## config.mk

```make
export PLATFORM = sky130hd
export DESIGN_NAME = fft4_in_collector_flat
export DESIGN_NICKNAME = d
export VERILOG_FILES = /design/src/rtl/fft4_in_collector_if.sv /design/src/rtl/fft4_in_collector.sv /design/src/flat_wrapper.sv
export SDC_FILE = /design/constraint.sdc
export NUM_CORES = 1
export LEC_CHECK = 0
export ABC_AREA = 1
export CORE_MARGIN = 3
export CORE_UTILIZATION = 57
export DETAILED_ROUTE_END_ITERATION = 10
export PLACE_DENSITY = 0.95
export SYNTH_ARGS = -nofsm -noshare
export SYNTH_HDL_FRONTEND = slang
export SYNTH_SLANG_ARGS = --single-unit
```

## constraint.sdc

```tcl
create_clock -name clk -period 3.7 [get_ports clk]
set_input_delay 0.37 -clock clk [delete_from_list [all_inputs] [get_ports clk]]
set_output_delay 0.37 -clock clk [all_outputs]
set_load 0.005 [all_outputs]
```

## src/rtl/fft4_in_collector_if.sv

```systemverilog
// Sample-in / frame-out bundle between the sample source, the collector and the butterfly.
// The slave modport is the collector's view; master is the driving environment.
interface fft4_in_collector_if #(
    parameter int DATA_W = 8
);
    logic                     s_valid;
    logic                     s_ready;
    logic                     s_first;
    logic signed [DATA_W-1:0] s_real;
    logic signed [DATA_W-1:0] s_imag;
    logic signed [DATA_W-1:0] real_out_0;
    logic signed [DATA_W-1:0] real_out_1;
    logic signed [DATA_W-1:0] real_out_2;
    logic signed [DATA_W-1:0] real_out_3;
    logic signed [DATA_W-1:0] imag_out_0;
    logic signed [DATA_W-1:0] imag_out_1;
    logic signed [DATA_W-1:0] imag_out_2;
    logic signed [DATA_W-1:0] imag_out_3;
    logic                     out_valid;
    logic                     out_ready;
    logic                     err_align;

    modport slave (
        input  s_valid, s_first, s_real, s_imag, out_ready,
        output s_ready, out_valid, err_align,
        output real_out_0, real_out_1, real_out_2, real_out_3,
        output imag_out_0, imag_out_1, imag_out_2, imag_out_3
    );

    modport master (
        output s_valid, s_first, s_real, s_imag, out_ready,
        input  s_ready, out_valid, err_align,
        input  real_out_0, real_out_1, real_out_2, real_out_3,
        input  imag_out_0, imag_out_1, imag_out_2, imag_out_3
    );
endinterface

```

## src/rtl/fft4_in_collector.sv

```systemverilog
// Collects four complex samples into a frame for the 4-point butterfly (fill bank + output bank).
// Latency: frame visible one cycle after the edge accepting its last sample.
// Backpressure: s_ready drops only while a complete frame waits behind an undrained output bank.
module fft4_in_collector #(
    parameter int DATA_W = 8
) (
    input  logic                 clk,
    input  logic                 rst_n,
    fft4_in_collector_if.slave   bus
);
    typedef struct packed {
        logic signed [DATA_W-1:0] re;
        logic signed [DATA_W-1:0] im;
    } sample_t;

    sample_t    fill_bank [4];
    sample_t    out_bank  [4];
    sample_t    frame     [4];
    sample_t    in_smp;
    logic [1:0] count;
    logic [1:0] wr_idx;
    logic       fill_full;
    logic       out_vld_q;
    logic       err_q;
    logic       accept;
    logic       drain;
    logic       out_free;
    logic       complete;

    always_comb begin
        in_smp.re = bus.s_real;
        in_smp.im = bus.s_imag;
        accept    = bus.s_valid & ~fill_full;
        drain     = out_vld_q & bus.out_ready;
        out_free  = ~out_vld_q | drain;
        // s_first restarts the frame at slot 0 regardless of the current count
        wr_idx    = bus.s_first ? 2'd0 : count;
        complete  = accept & (wr_idx == 2'd3);
        for (int i = 0; i < 4; i++) begin
            frame[i] = fill_bank[i];
        end
        frame[3]  = in_smp;
    end

    always_ff @(posedge clk or negedge rst_n) begin
        if (!rst_n) begin
            for (int i = 0; i < 4; i++) begin
                fill_bank[i] <= '0;
                out_bank[i]  <= '0;
            end
            count     <= 2'd0;
            fill_full <= 1'b0;
            out_vld_q <= 1'b0;
            err_q     <= 1'b0;
        end else begin
            err_q <= 1'b0;
            if (accept) begin
                fill_bank[wr_idx] <= in_smp;
                err_q             <= bus.s_first & (count != 2'd0);
                count             <= wr_idx + 2'd1;
                if (complete && !out_free) begin
                    fill_full <= 1'b1;
                end
            end
            if (complete && out_free) begin
                out_bank  <= frame;
                out_vld_q <= 1'b1;
            end else if (fill_full && drain) begin
                out_bank  <= fill_bank;
                out_vld_q <= 1'b1;
                fill_full <= 1'b0;
            end else if (drain) begin
                out_vld_q <= 1'b0;
            end
        end
    end

    assign bus.s_ready    = ~fill_full;
    assign bus.out_valid  = out_vld_q;
    assign bus.err_align  = err_q;
    assign bus.real_out_0 = out_bank[0].re;
    assign bus.real_out_1 = out_bank[1].re;
    assign bus.real_out_2 = out_bank[2].re;
    assign bus.real_out_3 = out_bank[3].re;
    assign bus.imag_out_0 = out_bank[0].im;
    assign bus.imag_out_1 = out_bank[1].im;
    assign bus.imag_out_2 = out_bank[2].im;
    assign bus.imag_out_3 = out_bank[3].im;
endmodule

```

## src/flat_wrapper.sv

```systemverilog
// flat-port wrapper written by rule: the top's interface ports become plain ports
module fft4_in_collector_flat 
#(
    parameter int DATA_W = 8
)
  (clk, rst_n, bus_s_valid, bus_s_first, bus_s_real, bus_s_imag, bus_out_ready, bus_s_ready, bus_out_valid, bus_err_align, bus_real_out_0, bus_real_out_1, bus_real_out_2, bus_real_out_3, bus_imag_out_0, bus_imag_out_1, bus_imag_out_2, bus_imag_out_3);
  fft4_in_collector_if #(.DATA_W(DATA_W)) bus_i ();
  input  logic clk;
  input  logic rst_n;
  input wire logic [$bits(bus_i.s_valid)-1:0] bus_s_valid;
  input wire logic [$bits(bus_i.s_first)-1:0] bus_s_first;
  input wire logic [$bits(bus_i.s_real)-1:0] bus_s_real;
  input wire logic [$bits(bus_i.s_imag)-1:0] bus_s_imag;
  input wire logic [$bits(bus_i.out_ready)-1:0] bus_out_ready;
  output wire logic [$bits(bus_i.s_ready)-1:0] bus_s_ready;
  output wire logic [$bits(bus_i.out_valid)-1:0] bus_out_valid;
  output wire logic [$bits(bus_i.err_align)-1:0] bus_err_align;
  output wire logic [$bits(bus_i.real_out_0)-1:0] bus_real_out_0;
  output wire logic [$bits(bus_i.real_out_1)-1:0] bus_real_out_1;
  output wire logic [$bits(bus_i.real_out_2)-1:0] bus_real_out_2;
  output wire logic [$bits(bus_i.real_out_3)-1:0] bus_real_out_3;
  output wire logic [$bits(bus_i.imag_out_0)-1:0] bus_imag_out_0;
  output wire logic [$bits(bus_i.imag_out_1)-1:0] bus_imag_out_1;
  output wire logic [$bits(bus_i.imag_out_2)-1:0] bus_imag_out_2;
  output wire logic [$bits(bus_i.imag_out_3)-1:0] bus_imag_out_3;
  assign bus_i.s_valid = bus_s_valid;
  assign bus_i.s_first = bus_s_first;
  assign bus_i.s_real = bus_s_real;
  assign bus_i.s_imag = bus_s_imag;
  assign bus_i.out_ready = bus_out_ready;
  assign bus_s_ready = bus_i.s_ready;
  assign bus_out_valid = bus_i.out_valid;
  assign bus_err_align = bus_i.err_align;
  assign bus_real_out_0 = bus_i.real_out_0;
  assign bus_real_out_1 = bus_i.real_out_1;
  assign bus_real_out_2 = bus_i.real_out_2;
  assign bus_real_out_3 = bus_i.real_out_3;
  assign bus_imag_out_0 = bus_i.imag_out_0;
  assign bus_imag_out_1 = bus_i.imag_out_1;
  assign bus_imag_out_2 = bus_i.imag_out_2;
  assign bus_imag_out_3 = bus_i.imag_out_3;
  fft4_in_collector #(.DATA_W(DATA_W)) u_core (.clk(clk), .rst_n(rst_n), .bus(bus_i));
endmodule
```

==> results by group <==
Run status
  – Run status: finished clean

Synth
  – Syn_area_per_cell: 9.08 µm²
  – Distinct cell type count after synthesis: 17
  – Post-synthesis sequential area ratio: 63.1%
  – Seq cells post-synth: 133
  – Mapped Cells: 581
  – Mapped cell area: 5270 µm²
  – Post-synthesis net count: 606
  – Synth warn: 0

Placed design
  – Placed Cells: 751
  – Setup WS pre-CTS: 0.817 ns
  – Buffers added on ports: 87
  – Dpl hpwl: 8170 µm
  – Placer congestion estimate: 0.806

Critical path
  – Critical path data required time: 4.10 ns
  – Cell mode on critical path: nand2_1
  – Worst EP arrival: 3.02 ns
  – Cells along the critical path: inv_1, nor2_1, ha_1, nand2_4, nand2_1, nand2_2, buf_4, nand2_1, nand2_1
  – Startpoint Class: flop
  – Count of buffer and inverter cells on the critical path: 2
  – CP max FO: 39
  – Slowest CP cell: nand2_2
  – Crit Path Class: reg -> reg
  – Crit-path max cell delay: 0.44 ns
  – Crit end category: flop
  – Delay-heaviest family, CP: simple AND/OR/NAND/NOR gates

Routing
  – Initial DRC Count: 555
  – Via/cell ratio: 5.90
  – Total wire length: 15300 µm
  – Initial DRT Pass Iterations: 6
  – Routed Antenna Nets: 0
  – Vias: 4625
  – Wirelength per Cell: 19.5 µm
  – DRC: 0

Clocking
  – H-tree depth: 4
  – Clk sink count: 133
  – Cts repair resizes: 0
  – Root Buffer: clkbuf_8
  – TritonCTS clock tree: built
  – Post-CTS Setup Bufs: 0
  – Number of CTS-inserted buffers: 17
  – Hold-fix buffers at CTS: 1
  – Clock slew at reported path FFs: 0.06 ns
  – Clk Latency, worst-skew pair: 0.52 ns
  – Bufs on Longest Clock Path: 2

Floorplan
  – Core area: 8850 µm²
  – Die area: 10400 µm²
  – Die height: 102 µm
  – Num rows: 34
  – Starting Density: 59.6%
  – # IOs: 88
  – Die X: 102 µm

Timing
  – Tmin final: 2.62 ns
  – Final setup TNS: 0 ns
  – Fin crit share: 70.8%
  – Final setup vio count: 0
  – Worst-Margin Slew: 0.986 ns
  – Max Slew Vio Count: 0
  – Hold Fails Final Rpt: 0
  – Worst rel slew slack: 34.1%
  – Achievable clock frequency: 382 MHz
  – Final setup margin: 1.08 ns
  – RSZ-0062 raised after global routing: no
  – Setup Skew: 0.00858 ns

Global route
  – Gr usage total: 31.0%
  – First-pass GRT wire length: 24200 µm
  – Number of global-route vias before repair: 4638
  – Grt total ovfl: 0
  – Largest net degree at the start of global routing: 66
  – Initial antenna violation count: 0

Layout
  – Ant diodes: 0
  – Synth-to-layout area growth: 29.6%
  – Final #Nets: 688
  – Share of cells above drive strength 1: 6.21%
  – Final cell count without fillers: 784

Hold path
  – Hold WC Path Type: reg -> reg

Job
  – Maximum Capacitance Violations: 0

Power and ir drop
  – Worst vdd ir: 0.000447 V
  – Power Density: 902 nW/µm²
  – P_leak: 0.00344 µW
## cell usage in the layout, fill, tap and decap left out
cell and n:
nand2_4 1, clkdlybuf4s50_1 86, clkinv_4 2, bufinv_16 7
clkbuf_16 16, ha_1 4, clkbuf_8 3, nand2_2 3
dlygate4sd3_1 1, nand2_1 265, nor2_4 1, nand3_1 17
clkbuf_1 2, inv_6 1, inv_1 39, nor2_2 1
a21oi_1 1, inv_2 1, buf_4 4, o21ai_0 83
dfrtp_1 133, clkinvlp_4 1, nand3_4 1, nor2_1 3
## worst min-delay path, cell delays in order (launching register included)
cell     delay (ns)
dfrtp_1        0.34
nand2_1        0.05
nand2_1        0.05
## cell usage after synthesis
cell type	n	area share (%)
ha_1	4	0.95
nor2_4	1	0.21
a21oi_1	1	0.095
dfrtp_1	133	63
inv_1	39	2.8
nand3_1	17	1.6
nand2_2	2	0.24
o21ai_0	83	7.9
buf_2	5	0.47
nand2_4	1	0.21
inv_2	1	0.071
clkbuf_1	15	1.1
nand2_1	266	19
nand3_4	1	0.33
nor2_1	3	0.21
buf_6	8	1.7
nor2_2	1	0.12
## cells by family after synthesis
kind of cell / count (synthesis) / synth area share [%]
AND/OR/NAND/NOR: 292 / 21.9
flip-flops: 133 / 63.1
AO/OA/AOI/OAI: 84 / 7.97
buffers and inverters: 68 / 6.10
adder cells (fa/ha/maj): 4 / 0.949
## report_power, final
part / internal (µW) / total (µW) / switching, µW
sequential: 2090 / 2530 / 436
combinational: 811 / 1640 / 832
clock: 1340 / 1990 / 652
total: 4240 / 6160 / 1920
## routing by layer
layer,vias to the layer above,track usage [%],wire length [µm]
met3,68,7.24,1370
met2,358,51.6,7790
met4,0,15.2,550
li1,1973,-,-
met1,2226,38.2,5600
met5,-,0,0
## per-stage QoR
step | utilization (%) | hold slack, ns | total power, µW | area, µm²
after floorplan | - | 0.0744 | 3120 | 5270
after global placement | 69.3 | 0.456 | 3890 | 6130
after detailed placement | 69.3 | 0.459 | 4010 | 6130
after CTS | 77.2 | 0.469 | 6130 | 6830
after global routing | 77.2 | 0.489 | 6430 | 6830
final | 77.2 | 0.475 | 6160 | 6830
## path summary, 6_finish.rpt
| kind | start | end | slack, ns | depth (start not counted) |
|---|---|---|---|---|
| worst max register to register | u_core.count[0] | u_core.bus.real_out_1[6] | 1.08 | 9 |
| min in group asynchronous | rst_n | u_core.bus.imag_out_0[0] | 0.49 | 2 |
| worst min register to register | u_core.bus.real_out_1[2] | u_core.bus.real_out_1[2] | 0.47 | 2 |
| worst max-delay path | u_core.count[0] | u_core.bus.real_out_1[6] | 1.08 | 9 |
| worst min-delay path | u_core.bus.real_out_1[2] | u_core.bus.real_out_1[2] | 0.47 | 2 |
| max in group asynchronous | rst_n | u_core.fill_bank[45] | 2.23 | 3 |
## flip-flops by register name, summed over array words and instances, names as in the netlist
signal,count
u_core.bus.real_out_1,8
u_core.bus.imag_out_0,8
u_core.bus.real_out_2,8
u_core.fill_bank,64
u_core.bus.real_out_3,8
u_core.bus.real_out_0,8
u_core.count,2
u_core.bus.imag_out_2,8
u_core.bus.imag_out_3,8
u_core.bus.imag_out_1,8
u_core.bus.err_align,1
u_core.fill_full,1
u_core.bus.out_valid,1
## cell type report
type	count	area, µm²
Sequential cell	133	3330
Clock buffer	21	449
Fill cell	481	2010
Clock inverter	11	244
Tap cell	108	135
Timing Repair Buffer	91	901
Inverter	40	150
Multi-Input combinational cell	380	1630
(Power assumes the default switching activity.)
